**config.mk**
```make
export PLATFORM = sky130hd
export DESIGN_NAME = sync_fifo_pro
export DESIGN_NICKNAME = d
export VERILOG_FILES = /design/src/rtl/sync_fifo_pro.sv
export SDC_FILE = /design/constraint.sdc
export NUM_CORES = 1
export LEC_CHECK = 0
export ABC_AREA = 1
export BUFFER_PORTS_ARGS = -buffer_cell sky130_fd_sc_hd__buf_4
export CAP_MARGIN = 40
export CELL_PAD_IN_SITES_DETAIL_PLACEMENT = 0
export CELL_PAD_IN_SITES_GLOBAL_PLACEMENT = 1
export CORE_ASPECT_RATIO = 1.75
export CORE_MARGIN = 2
export CORE_UTILIZATION = 49
export DETAILED_ROUTE_END_ITERATION = 7
export GPL_ROUTABILITY_DRIVEN = 0
export PLACE_DENSITY = 0.91
export SLEW_MARGIN = 10
export SYNTH_ARGS = -nofsm -noshare
export SYNTH_HDL_FRONTEND = slang
export SYNTH_SLANG_ARGS = --single-unit
export TNS_END_PERCENT = 1
```
**constraint.sdc**
```tcl
create_clock -name i_CLK -period 2.6 [get_ports i_CLK]
set_input_delay 0.52 -clock i_CLK [delete_from_list [all_inputs] [get_ports i_CLK]]
set_output_delay 0.52 -clock i_CLK [all_outputs]
set_load 0.01 [all_outputs]
```
**src/rtl/sync_fifo_pro.sv**
```systemverilog
// ============================================================================
// sync_fifo_pro : single-clock FIFO, FWFT/standard read, any depth, sticky errors
// Revision 1.0
// ============================================================================
`default_nettype none

module sync_fifo_pro #(
  parameter int WIDTH = 8,
  parameter int DEPTH = 32,
  parameter int FWFT  = 1,
  localparam int CNT_W = $clog2(DEPTH + 1)
) (
  input  logic             i_CLK,
  input  logic             i_RESET,
  input  logic             i_WR_EN,
  input  logic [WIDTH-1:0] i_WR_DATA,
  input  logic             i_RD_EN,
  output logic [WIDTH-1:0] o_RD_DATA,
  output logic             o_VALID,
  output logic             o_FULL,
  output logic             o_EMPTY,
  input  logic [CNT_W-1:0] i_AF_THRESH,
  input  logic [CNT_W-1:0] i_AE_THRESH,
  output logic             o_ALMOST_FULL,
  output logic             o_ALMOST_EMPTY,
  output logic [CNT_W-1:0] o_COUNT,
  input  logic             i_CLR_ERR,
  output logic             o_OVERFLOW,
  output logic             o_UNDERFLOW
);

  localparam int PTR_W = (DEPTH > 1) ? $clog2(DEPTH) : 1;
  localparam logic [PTR_W-1:0] LAST_PTR = PTR_W'(DEPTH - 1);
  localparam logic [CNT_W-1:0] FULL_CNT = CNT_W'(DEPTH);

  logic [WIDTH-1:0] mem_q [DEPTH];

  logic [PTR_W-1:0] wr_ptr_q, wr_ptr_d;
  logic [PTR_W-1:0] rd_ptr_q, rd_ptr_d;
  logic [CNT_W-1:0] count_q, count_d;
  logic             ovf_q, ovf_d;
  logic             udf_q, udf_d;

  logic full, empty, wr_acc, rd_acc;

  always_comb begin
    full   = (count_q == FULL_CNT);
    empty  = (count_q == '0);
    wr_acc = i_WR_EN & ~full;
    rd_acc = i_RD_EN & ~empty;

    // Explicit wrap so non-power-of-two depths never index past DEPTH-1
    wr_ptr_d = wr_ptr_q;
    if (wr_acc) wr_ptr_d = (wr_ptr_q == LAST_PTR) ? '0 : wr_ptr_q + PTR_W'(1);
    rd_ptr_d = rd_ptr_q;
    if (rd_acc) rd_ptr_d = (rd_ptr_q == LAST_PTR) ? '0 : rd_ptr_q + PTR_W'(1);

    count_d = count_q;
    case ({wr_acc, rd_acc})
      2'b10:   count_d = count_q + CNT_W'(1);
      2'b01:   count_d = count_q - CNT_W'(1);
      default: count_d = count_q;
    endcase

    // Set has priority over clear
    ovf_d = (i_WR_EN & full)  | (ovf_q & ~i_CLR_ERR);
    udf_d = (i_RD_EN & empty) | (udf_q & ~i_CLR_ERR);
  end

  always_ff @(posedge i_CLK or posedge i_RESET) begin
    if (i_RESET) begin
      wr_ptr_q <= '0;
      rd_ptr_q <= '0;
      count_q  <= '0;
      ovf_q    <= 1'b0;
      udf_q    <= 1'b0;
    end else begin
      wr_ptr_q <= wr_ptr_d;
      rd_ptr_q <= rd_ptr_d;
      count_q  <= count_d;
      ovf_q    <= ovf_d;
      udf_q    <= udf_d;
    end
  end

  always_ff @(posedge i_CLK) begin
    if (wr_acc) mem_q[wr_ptr_q] <= i_WR_DATA;
  end

  generate
    if (FWFT != 0) begin : g_fwft
      // Head entry is presented combinationally; zero while empty
      assign o_RD_DATA = empty ? '0 : mem_q[rd_ptr_q];
      assign o_VALID   = ~empty;
    end else begin : g_std
      logic [WIDTH-1:0] rd_data_q, rd_data_d;
      logic             valid_q, valid_d;

      always_comb begin
        rd_data_d = rd_data_q;
        valid_d   = 1'b0;
        if (rd_acc) begin
          rd_data_d = mem_q[rd_ptr_q];
          valid_d   = 1'b1;
        end
      end

      always_ff @(posedge i_CLK or posedge i_RESET) begin
        if (i_RESET) begin
          rd_data_q <= '0;
          valid_q   <= 1'b0;
        end else begin
          rd_data_q <= rd_data_d;
          valid_q   <= valid_d;
        end
      end

      assign o_RD_DATA = rd_data_q;
      assign o_VALID   = valid_q;
    end
  endgenerate

  assign o_COUNT        = count_q;
  assign o_FULL         = full;
  assign o_EMPTY        = empty;
  assign o_ALMOST_FULL  = (count_q >= i_AF_THRESH);
  assign o_ALMOST_EMPTY = (count_q <= i_AE_THRESH);
  assign o_OVERFLOW     = ovf_q;
  assign o_UNDERFLOW    = udf_q;

endmodule

`default_nettype wire

```
==> results.py <==
metrics = {
    "yosys": {
        "ys.flop_type": "edfxtp_1",
        "yosys-top-cells-area": "edfxtp_1 63%, nand2_1 8.6%, nor2_1 6.6%",
        "synth_seq_cells": 274,
        "avgSynthCellArea_um2": 10.48,
        "synth-xor-area-share_pct": 0.4326,
        "yosys.area_share.adder_pct": 2.266,
        "synth_edf_count": 256,
        "synth_top_area_share_pct": 63.28,
        "syn-num-nets": 1206,
        "yosysTopAreaCell": "edfxtp_1",
        "yosys.area_share.simple_pct": 20.88,
        "ys_seq_area_share_pct": 66.99,
        "synthCells": 1159,
        "synth_top_family_by_area": "simple AND/OR/NAND/NOR gates",
        "syn-cell-area_um2": 12150,
        "yosysUniqueCellTypes": 27,
        "synth.mux.area_fraction_pct": 0,
        "synth_compound_area_share_pct": 3.862,
        "yosys_warnings": 0,
        "async_reset_ff_share_pct": 6.569,
    },
    "timing": {
        "finalSetupViolCount": 8,
        "min_period_ns": 2.934,
        "timing.final.ws_setup_ns": -0.3339,
        "finalClockSkew_ns": 0.01827,
        "drv_slew": 0,
        "post-route-period-util_pct": 112.8,
        "rsz0062_at_grt": "true",
        "worst_slew_pin_slew_ns": 0.8990,
        "max_freq_mhz": 340.8,
        "whs_ns": 0.1422,
        "hold_viol_final": 0,
        "max_slew_margin_pct": 39.84,
        "tns_ns": -2.036,
    },
    "global_route": {
        "grt_use_met1_pct": 27.72,
        "antenna_found_initial": 0,
        "use_met3_pct": 2.656,
        "grt_pass1_vias": 8197,
        "top_usage_layer": "met2",
        "track_usage_pct": 23.78,
        "grt_max_degree": 70,
        "overflow": 0,
        "grt_pass1_wl_mm": 46.02,
        "grt_util_met2_pct": 42.64,
    },
    "job": {
        "maxCapViolCount": 0,
    },
    "final_layout": {
        "diodes": 0,
        "regArea_um2": 8143,
        "fin_cells": 1558,
        "fillers": 1928,
        "multi_input_area_um2": 3676,
        "fin_area_um2": 14430,
        "drive_gt1_share_pct": 18.62,
        "nNetsFinal": 1277,
        "area_growth_pct": 18.78,
    },
    "clock_tree": {
        "path_clk_slew_ns": 0.07,
        "cts_sinks": 274,
        "clock_latency_ns": 0.53,
        "cts_root_buffer": "clkbuf_16",
        "h-tree-depth": 1,
        "clockBufferDepth": 3,
        "cts_tree": "built",
        "cts_made_buffers": 23,
    },
    "drt": {
        "vias_per_cell": 5.476,
        "drtIter0Drc": 852,
        "num_vias": 8532,
        "post-route-drc-count": 0,
        "detail_route.wl_per_cell_um": 19.74,
        "drtPass1Iterations": 5,
        "wl_mm": 30.76,
        "ant_nets": 0,
    },
    "place": {
        "place_area_um2": 12910,
        "place.port_buffers": 45,
        "post-place-ws_ns": 0.1762,
        "dpl.hpwl_mm": 17.91,
        "dpl.cell_count": 1498,
    },
    "setup_path": {
        "worstPathRequired_ns": 2.08,
        "critPathMaxFanout": 16,
        "startpoint_type": "flip-flop",
        "cp.arrival_ns": 2.41,
        "path_class": "flip-flop to primary output",
        "worst_setup_path_end_kind": "primary output",
    },
    "min_path": {
        "min_path_type": "primary input to async pin",
    },
    "floorplanning": {
        "core_um2": 24530,
        "std_cell_rows": 76,
        "start_util_pct": 49.52,
        "fp.dieH_um": 212.3,
        "die_width_um": 123.0,
        "io_pins": 46,
        "dieArea_um2": 26120,
    },
    "pwr": {
        "vdd_drop_max_mv": 0.8549,
        "p_per_area_nw_per_um2": 1077,
        "p_leak_nw": 5.673,
    },
    "outcome": {
        "violations": "setup timing",
        "status": "finished with violations",
    },
}
-- critical path, stage by stage (launching register included) --
cell and delay (ns):
dfrtp_4 0.59, clkinv_8 0.12, buf_12 0.17, buf_4 0.16, o21ai_0 0.20, nand2_1 0.11, nor2_2 0.16, nor2_4 0.08
nor2_4 0.10, nor2_2 0.06, buf_4 0.14
-- cells in the final DEF (no fill, tap or decap), types with 9 or more instances in the layout --
cell / n
a21oi_1: 9
buf_12: 9
buf_16: 9
buf_4: 68
clkbuf_16: 29
dfrtp_1: 16
edfxtp_1: 256
ha_1: 22
inv_1: 78
nand2_1: 269
nand2_2: 10
nand3_1: 100
nand3_2: 22
nor2_1: 165
nor2_2: 40
nor2_4: 10
o21ai_0: 35
o21ai_1: 35
-- through the flow --
step	total power [mW]	util [%]
5_1_grt	16.32	58.81
2_1_floorplan	8.908	-
3_5_place_dp	10.88	52.61
4_1_cts	15.08	57.69
6_report	15.55	58.81
3_3_place_gp	10.79	52.57
-- worst paths after layout --
path	from	endpoint	slack, ns	cells after the start
worst min-delay path	i_RESET	wr_ptr_q[2]$_DFFE_PP0P_	0.14	2
min in group i_CLK	i_CLR_ERR	o_OVERFLOW$_DFF_PP0_	0.18	2
worst max register to register	o_COUNT[0]$_DFFE_PP0P_	o_COUNT[4]$_DFFE_PP0P_	0.21	17
worst min register to register	o_UNDERFLOW$_DFF_PP0_	o_UNDERFLOW$_DFF_PP0_	0.54	2
worst max-delay path	rd_ptr_q[0]$_DFFE_PP0P_	o_RD_DATA[4]	-0.33	10
max in group asynchronous	i_RESET	rd_ptr_q[0]$_DFFE_PP0P_	1.87	2
-- routing by layer --
metal	routed length (um)	vias to the layer above	share of wire (%)
met1	11010	4083	36
met4	1424	0	4.6
met5	0	-	0
met3	1841	63	6.0
li1	-	4026	-
met2	16480	360	54
-- synthesized netlist by cell type (15+ instances only) --
master and instances:
a21oi_1 15, buf_2 21, buf_6 15, dfrtp_1 18
edfxtp_1 256, ha_1 22, inv_1 79, nand2_1 279
nand3_1 122, nor2_1 213, o21ai_0 57, o21ai_1 17
-- registers in the layout (all words and copies together), names as in the netlist --
name,cells
mem_q,256
o_COUNT,6
rd_ptr_q,5
wr_ptr_q,5
o_OVERFLOW,1
o_UNDERFLOW,1
-- timing repair --
item | CTS | global route
buffers inserted | 8 | 0
pin swaps | 25 | 39
cloned | 7 | 7
endpoints found under the setup margin | 8 | 10
gates resized for setup | 77 | 69
hold buffers | 0 | 0
-- where the power goes --
group          internal, mW  switching (mW)  leakage (nW)
clock                  1.80            1.52         0.352
sequential             5.15           0.225          2.53
combinational          2.66            4.19          2.79
-- layout make-up --
class | count | area share (%)
Sequential cell | 274 | 56.43
Multi-Input combinational cell | 747 | 25.48
Timing Repair Buffer | 99 | 8.177
Clock buffer | 31 | 4.336
Tap cell | 312 | 2.706
Inverter | 85 | 2.298
Clock inverter | 10 | 0.5723
-- cells by family after synthesis --
family	count (synthesis)
AND/OR/NAND/NOR	627
flip-flops	274
buffers and inverters	138
AO/OA/AOI/OAI	92
adder cells (fa/ha/maj)	22
XOR/XNOR	6
Power figures use the tool's default switching activity.
